### src/rtl/cpu_pkg.sv
// Shared CPU definitions: instruction geometry, class codes and per-class dwell lengths.
// Imported by the fetch stage and the control unit.
package cpu_pkg;

  localparam int unsigned INSTR_WIDTH = 20;
  localparam int unsigned ADDR_BITS   = 5;
  localparam int unsigned STD_CYCLES  = 3;
  localparam int unsigned MEM_CYCLES  = 4;

  typedef enum logic [1:0] {
    CLS_HALT  = 2'b00,
    CLS_STD   = 2'b01,
    CLS_LOAD  = 2'b10,
    CLS_STORE = 2'b11
  } instr_cls_e;

endpackage

### src/rtl/instr_store.sv
// Instruction store: one synchronous write port, one asynchronous read port.
// Contents are deliberately not reset so a program survives rst.
module instr_store
  import cpu_pkg::*;
#(
  parameter int unsigned WIDTH = INSTR_WIDTH,
  parameter int unsigned AW    = ADDR_BITS
) (
  input  logic             clk,
  input  logic             we,
  input  logic [AW-1:0]    waddr,
  input  logic [WIDTH-1:0] wdata,
  input  logic [AW-1:0]    raddr,
  output logic [WIDTH-1:0] rdata
);

  logic [WIDTH-1:0] mem_q [2**AW];

  always_ff @(posedge clk) begin
    if (we) begin
      mem_q[waddr] <= wdata;
    end
  end

  assign rdata = mem_q[raddr];

endmodule

### src/rtl/instr_fetch.sv
// Fetch stage feeding the control unit: presents each stored instruction on instr
// for exactly as many cycles as the CU's multi-cycle FSM spends on it.
module instr_fetch #(
  parameter int unsigned INSTR_WIDTH = cpu_pkg::INSTR_WIDTH,
  parameter int unsigned ADDR_BITS   = cpu_pkg::ADDR_BITS,
  parameter int unsigned STD_CYCLES  = cpu_pkg::STD_CYCLES,
  parameter int unsigned MEM_CYCLES  = cpu_pkg::MEM_CYCLES
) (
  input  logic                   clk,
  input  logic                   rst,
  input  logic                   prog_we,
  input  logic [ADDR_BITS-1:0]   prog_addr,
  input  logic [INSTR_WIDTH-1:0] prog_data,
  input  logic                   start,
  output logic [INSTR_WIDTH-1:0] instr,
  output logic [ADDR_BITS-1:0]   pc,
  output logic                   running,
  output logic                   halted
);

  import cpu_pkg::*;

  typedef enum logic [1:0] {
    S_IDLE,
    S_RUN,
    S_HALT
  } state_e;

  state_e                 state_q;
  logic [INSTR_WIDTH-1:0] instr_q;
  logic [ADDR_BITS-1:0]   pc_q;
  logic [2:0]             dwell_q;
  logic                   running_q;
  logic                   halted_q;

  logic [ADDR_BITS-1:0]   fetch_addr;
  logic [INSTR_WIDTH-1:0] rd_data;
  logic [1:0]             rd_cls;

  function automatic logic [2:0] dwell_of(input logic [1:0] cls);
    return (cls == CLS_STD) ? 3'(STD_CYCLES) : 3'(MEM_CYCLES);
  endfunction

  // IDLE always looks at word 0; RUN looks one word ahead so the next fetch is ready.
  always_comb begin
    fetch_addr = '0;
    if (state_q == S_RUN) begin
      fetch_addr = pc_q + 1'b1;
    end
  end

  assign rd_cls = rd_data[INSTR_WIDTH-1 -: 2];

  instr_store #(
    .WIDTH (INSTR_WIDTH),
    .AW    (ADDR_BITS)
  ) u_store (
    .clk   (clk),
    .we    (prog_we && (state_q == S_IDLE)),
    .waddr (prog_addr),
    .wdata (prog_data),
    .raddr (fetch_addr),
    .rdata (rd_data)
  );

  always_ff @(posedge clk or posedge rst) begin
    if (rst) begin
      state_q   <= S_IDLE;
      instr_q   <= '0;
      pc_q      <= '0;
      dwell_q   <= '0;
      running_q <= 1'b0;
      halted_q  <= 1'b0;
    end else begin
      case (state_q)
        S_IDLE: begin
          if (start && !prog_we) begin
            pc_q <= '0;
            if (rd_cls == CLS_HALT) begin
              state_q  <= S_HALT;
              halted_q <= 1'b1;
              instr_q  <= '0;
            end else begin
              // Extra cycle covers the CU's RESET->DECODE edge on the first word only.
              state_q   <= S_RUN;
              running_q <= 1'b1;
              instr_q   <= rd_data;
              dwell_q   <= dwell_of(rd_cls) + 3'd1;
            end
          end
        end
        S_RUN: begin
          if (dwell_q > 3'd1) begin
            dwell_q <= dwell_q - 3'd1;
          end else begin
            pc_q <= fetch_addr;
            if (rd_cls == CLS_HALT) begin
              state_q   <= S_HALT;
              running_q <= 1'b0;
              halted_q  <= 1'b1;
              instr_q   <= '0;
              dwell_q   <= '0;
            end else begin
              instr_q <= rd_data;
              dwell_q <= dwell_of(rd_cls);
            end
          end
        end
        S_HALT: begin
        end
        default: begin
          state_q <= S_IDLE;
        end
      endcase
    end
  end

  assign instr   = instr_q;
  assign pc      = pc_q;
  assign running = running_q;
  assign halted  = halted_q;

endmodule

### config.mk
export PLATFORM = sky130hd
export DESIGN_NAME = instr_fetch
export DESIGN_NICKNAME = d
export VERILOG_FILES = /design/src/rtl/cpu_pkg.sv /design/src/rtl/instr_store.sv /design/src/rtl/instr_fetch.sv
export SDC_FILE = /design/constraint.sdc
export NUM_CORES = 1
export LEC_CHECK = 0
export BUFFER_PORTS_ARGS = -buffer_cell sky130_fd_sc_hd__buf_2
export CORE_MARGIN = 2
export CORE_UTILIZATION = 40
export CTS_CLUSTER_SIZE = 28
export DETAILED_ROUTE_END_ITERATION = 6
export MAX_ROUTING_LAYER = met4
export PLACE_DENSITY_LB_ADDON = 0.2
export SLEW_MARGIN = 0
export SYNTH_ARGS = -nofsm -noshare
export SYNTH_HDL_FRONTEND = slang
export SYNTH_SLANG_ARGS = --single-unit
export TNS_END_PERCENT = 1
### constraint.sdc
create_clock -name clk -period 2.67 [get_ports clk]
set_clock_uncertainty 0.05 [all_clocks]
set_input_delay 0 -clock clk [delete_from_list [all_inputs] [get_ports clk]]
set_output_delay 0 -clock clk [all_outputs]
set_load 0.03 [all_outputs]
==> metrics.txt <==
Worst EP required=3.12 ns; Layout fillers=5612; upper clock frequency limit=370 MHz; Fin Hold WS=0.126 ns; CTS buffer count=72; fraction of layout cells with a size suffix above 1=27.5%; Synth async-reset ratio=4.76%; clock power share=23.5%; leakage=11.3 nW; crit path cell chain=ha_4 > nand3b_1 > buf_6 > buf_12 > buf_16 > buf_12 > a211oi_2 > a31oi_1 > a211oi_2 > nor3_2 > a21oi_2 > o21ai_2; Switch Pwr=0.0156 W; part of the power in registers=29.4%; hold wc startpoint=prog_addr[3]; Yosys Warn Count=0; Gate power share=47.0%; most frequent cells after synthesis=edfxtp_1 (640), nand2_1 (326), a211oi_1 (190), and2_1 (137), clkbuf_1 (88); worst slew pin tran=0.754 ns; max_slew headroom=49.4%; syn_nets=1941; total global-route track usage=23.6%; initial DRC count=1730; final-stage net count=2192; largest net degree at the start of global routing=97; first-pass GRT wire length=117000 um; sequential fraction of the synthesis area=73.6%; top_reg_cell synth=edfxtp_1; final period demand of the worst path=2.70 ns; I/O pins=56; post-synthesis cell type count=67; area share of the largest cell type after synthesis=70.7%; count of final setup violators=6; Detail Route Antenna Nets=0; worst skew pair latency=0.62 ns; R2R cell count=12; vias in the first global route=17000; footprint of the multi-input gates=7520 um^2; FF-to-FF setup slack=-0.03 ns; # DRC=0; maximum clock path buffer count=3; WL per Instance=26.6 um; Worst-path clk slew=0.06 ns; Setup crit end kind=flop; Routed WL=82200 um; most common cell in the netlist=edfxtp_1; H-tree depth=3; Synth-to-Final Area Change=25.6%; max incr delay on CP=0.54 ns; Design Power=0.0412 W; Placer Congestion=0.870; worst vdd ir=0.642 mV; largest cells by area after synthesis=edfxtp_1 (71%), a211oi_1 (5.2%), nand2_1 (4.5%); Mapped Area=27200 um^2; FP Rows=95; final setup margin=-0.0326 ns; unrepaired setup endpoints after global routing=yes; Power Dens Cells=1200 nW/um^2; Slowest-stage cell, CP=dfrtp_4; FF-to-FF End=instr[0]; Pre-antenna DRT Iters=5; Hold Path Cell Cnt=4; detailed-route via count=17800; Mapped Cells=1909; Core Box Area=67300 um^2; Initial Util=40.4%; CTS sink cnt=672; Post-DP HPWL=50300 um; Root Driver=clkbuf_16; Buf/Inv on CP=4; Die Ht=265 um; Hold Path Class=in -> reg; Reg area=20000 um^2; CTS tree=done; Synth area leader=edfxtp_1; status=finished with violations; CP Launch Type=flop; gr ovfl total=0; CP top delay family=compound AO/OA/AOI/OAI gates; critical path type=reg -> reg; IO buf count=55; Die ar.=70100 um^2; WP data arrival=3.15 ns; fin crit share=101%; largest fanout on the critical path=15; Power Internal=0.0256 W; switch share=37.8%; Mean Syn Cell Area=14.2 um^2; EDFF count, synth=640; flops & latches, synth=672; routed vias/inst=5.74; initial antenna violation count=10; final slew viol count=0; Hold Path End=u_store.mem_q[11][6]; maxcap violations=0; failing checks=setup timing; Horiz. Die Dim=265 um; Fin. Hold Viols=0; Critical R2R Launch=pc[0]
-- repair_timing --
action,4_1_cts,5_1_grt
gates cloned,2,4
buffers inserted,10,15
endpoints found under the setup margin,25,26
pin swaps,32,67
endpoints found under the hold margin,677,0
gates resized for setup,67,128
hold buffers,25,0
-- kinds of logic after synthesis --
group                    Yosys count  share of synthesized area, %
XOR/XNOR                           2                        0.0644
flip-flops                       672                          73.6
multiplexers                      25                          1.15
AO/OA/AOI/OAI                    469                          12.4
buffers and inverters            148                          2.46
adder cells (fa/ha/maj)            3                         0.138
AND/OR/NAND/NOR                  590                          10.2
-- worst max path at each step --
stage / startpoint / cells past startpoint / to
6_report: pc[0] / 12 / instr[0]
5_1_grt: pc[0] / 13 / instr[6]
4_1_cts: pc[0] / 11 / instr[0]
3_5_place_dp: pc[0] / 10 / instr[15]
3_3_place_gp: pc[0] / 10 / instr[0]
2_1_floorplan: state_q[0] / 7 / u_store.mem_q[12][0]
-- power groups by stage --
stage | combinational (W) | sequential, W | clock [W]
2_1_floorplan | 0.00933 | 0.0125 | 0
3_3_place_gp | 0.0158 | 0.0123 | 0
3_5_place_dp | 0.0158 | 0.0123 | 0
4_1_cts | 0.0172 | 0.0121 | 0.00986
5_1_grt | 0.0208 | 0.0121 | 0.0103
6_report | 0.0194 | 0.0121 | 0.00969
-- flip-flops by register name, summed over array words and instances, names as in the netlist --
signal / flops
running: 1
u_store.mem_q: 640
halted: 1
state_q: 2
pc: 5
dwell_q: 3
instr: 20
-- placed cells by master, fill, tap and decap left out, types with 14 or more instances in the layout --
cell type	instances
clkbuf_1	20
nor2_4	20
edfxtp_1	640
a21oi_2	21
buf_6	14
a31oi_1	73
dfrtp_1	29
buf_12	56
clkbuf_16	76
a311oi_1	64
buf_2	55
nor2_2	15
dlygate4sd3_1	25
nor2_1	15
and2_1	136
a211oi_2	77
buf_4	161
a21oi_1	35
nand2_1	324
o21ai_0	18
a211oi_1	109
clkinv_1	15
-- tightest hold or removal path, cell delays in order --
cell and delay (ns):
buf_2 0.14, nand2_1 0.20, nor2_2 0.07, buf_4 0.20
-- layer usage --
| metal | vias to the layer above | routed length, um | GRT usage [%] |
|---|---|---|---|
| li1 | 7883 | - | - |
| met1 | 9161 | 36400 | 33.0 |
| met4 | 0 | 1900 | 6.40 |
| met2 | 615 | 37600 | 35.1 |
| met5 | - | 0 | - |
| met3 | 116 | 6310 | 4.95 |
-- metrics by stage --
stage	setup TNS [ns]	setup WS, ns	instances	instance area (um^2)	utilization [%]
finish	-0.0935	-0.0326	3095	34200	50.8
global route	-2.42	-0.141	3095	34200	50.8
CTS	-0.246	-0.0355	3072	33300	49.6
detailed placement	-4.79	-0.268	2904	30300	45.1
global placement	-3.43	-0.235	2904	30300	45.1
floorplan	-7.31	-0.0487	1909	27200	-
-- layout make-up --
class,instances,share of cell area (%)
antenna,5,0.0366
clock buffer,98,5.77
clock inverter,33,0.886
inverter,6,0.0915
multi-input combinational,1089,22.0
sequential,672,58.6
tap,873,3.20
timing repair buffer,319,9.42
No activity file was read; power rests on OpenSTA's default activity.
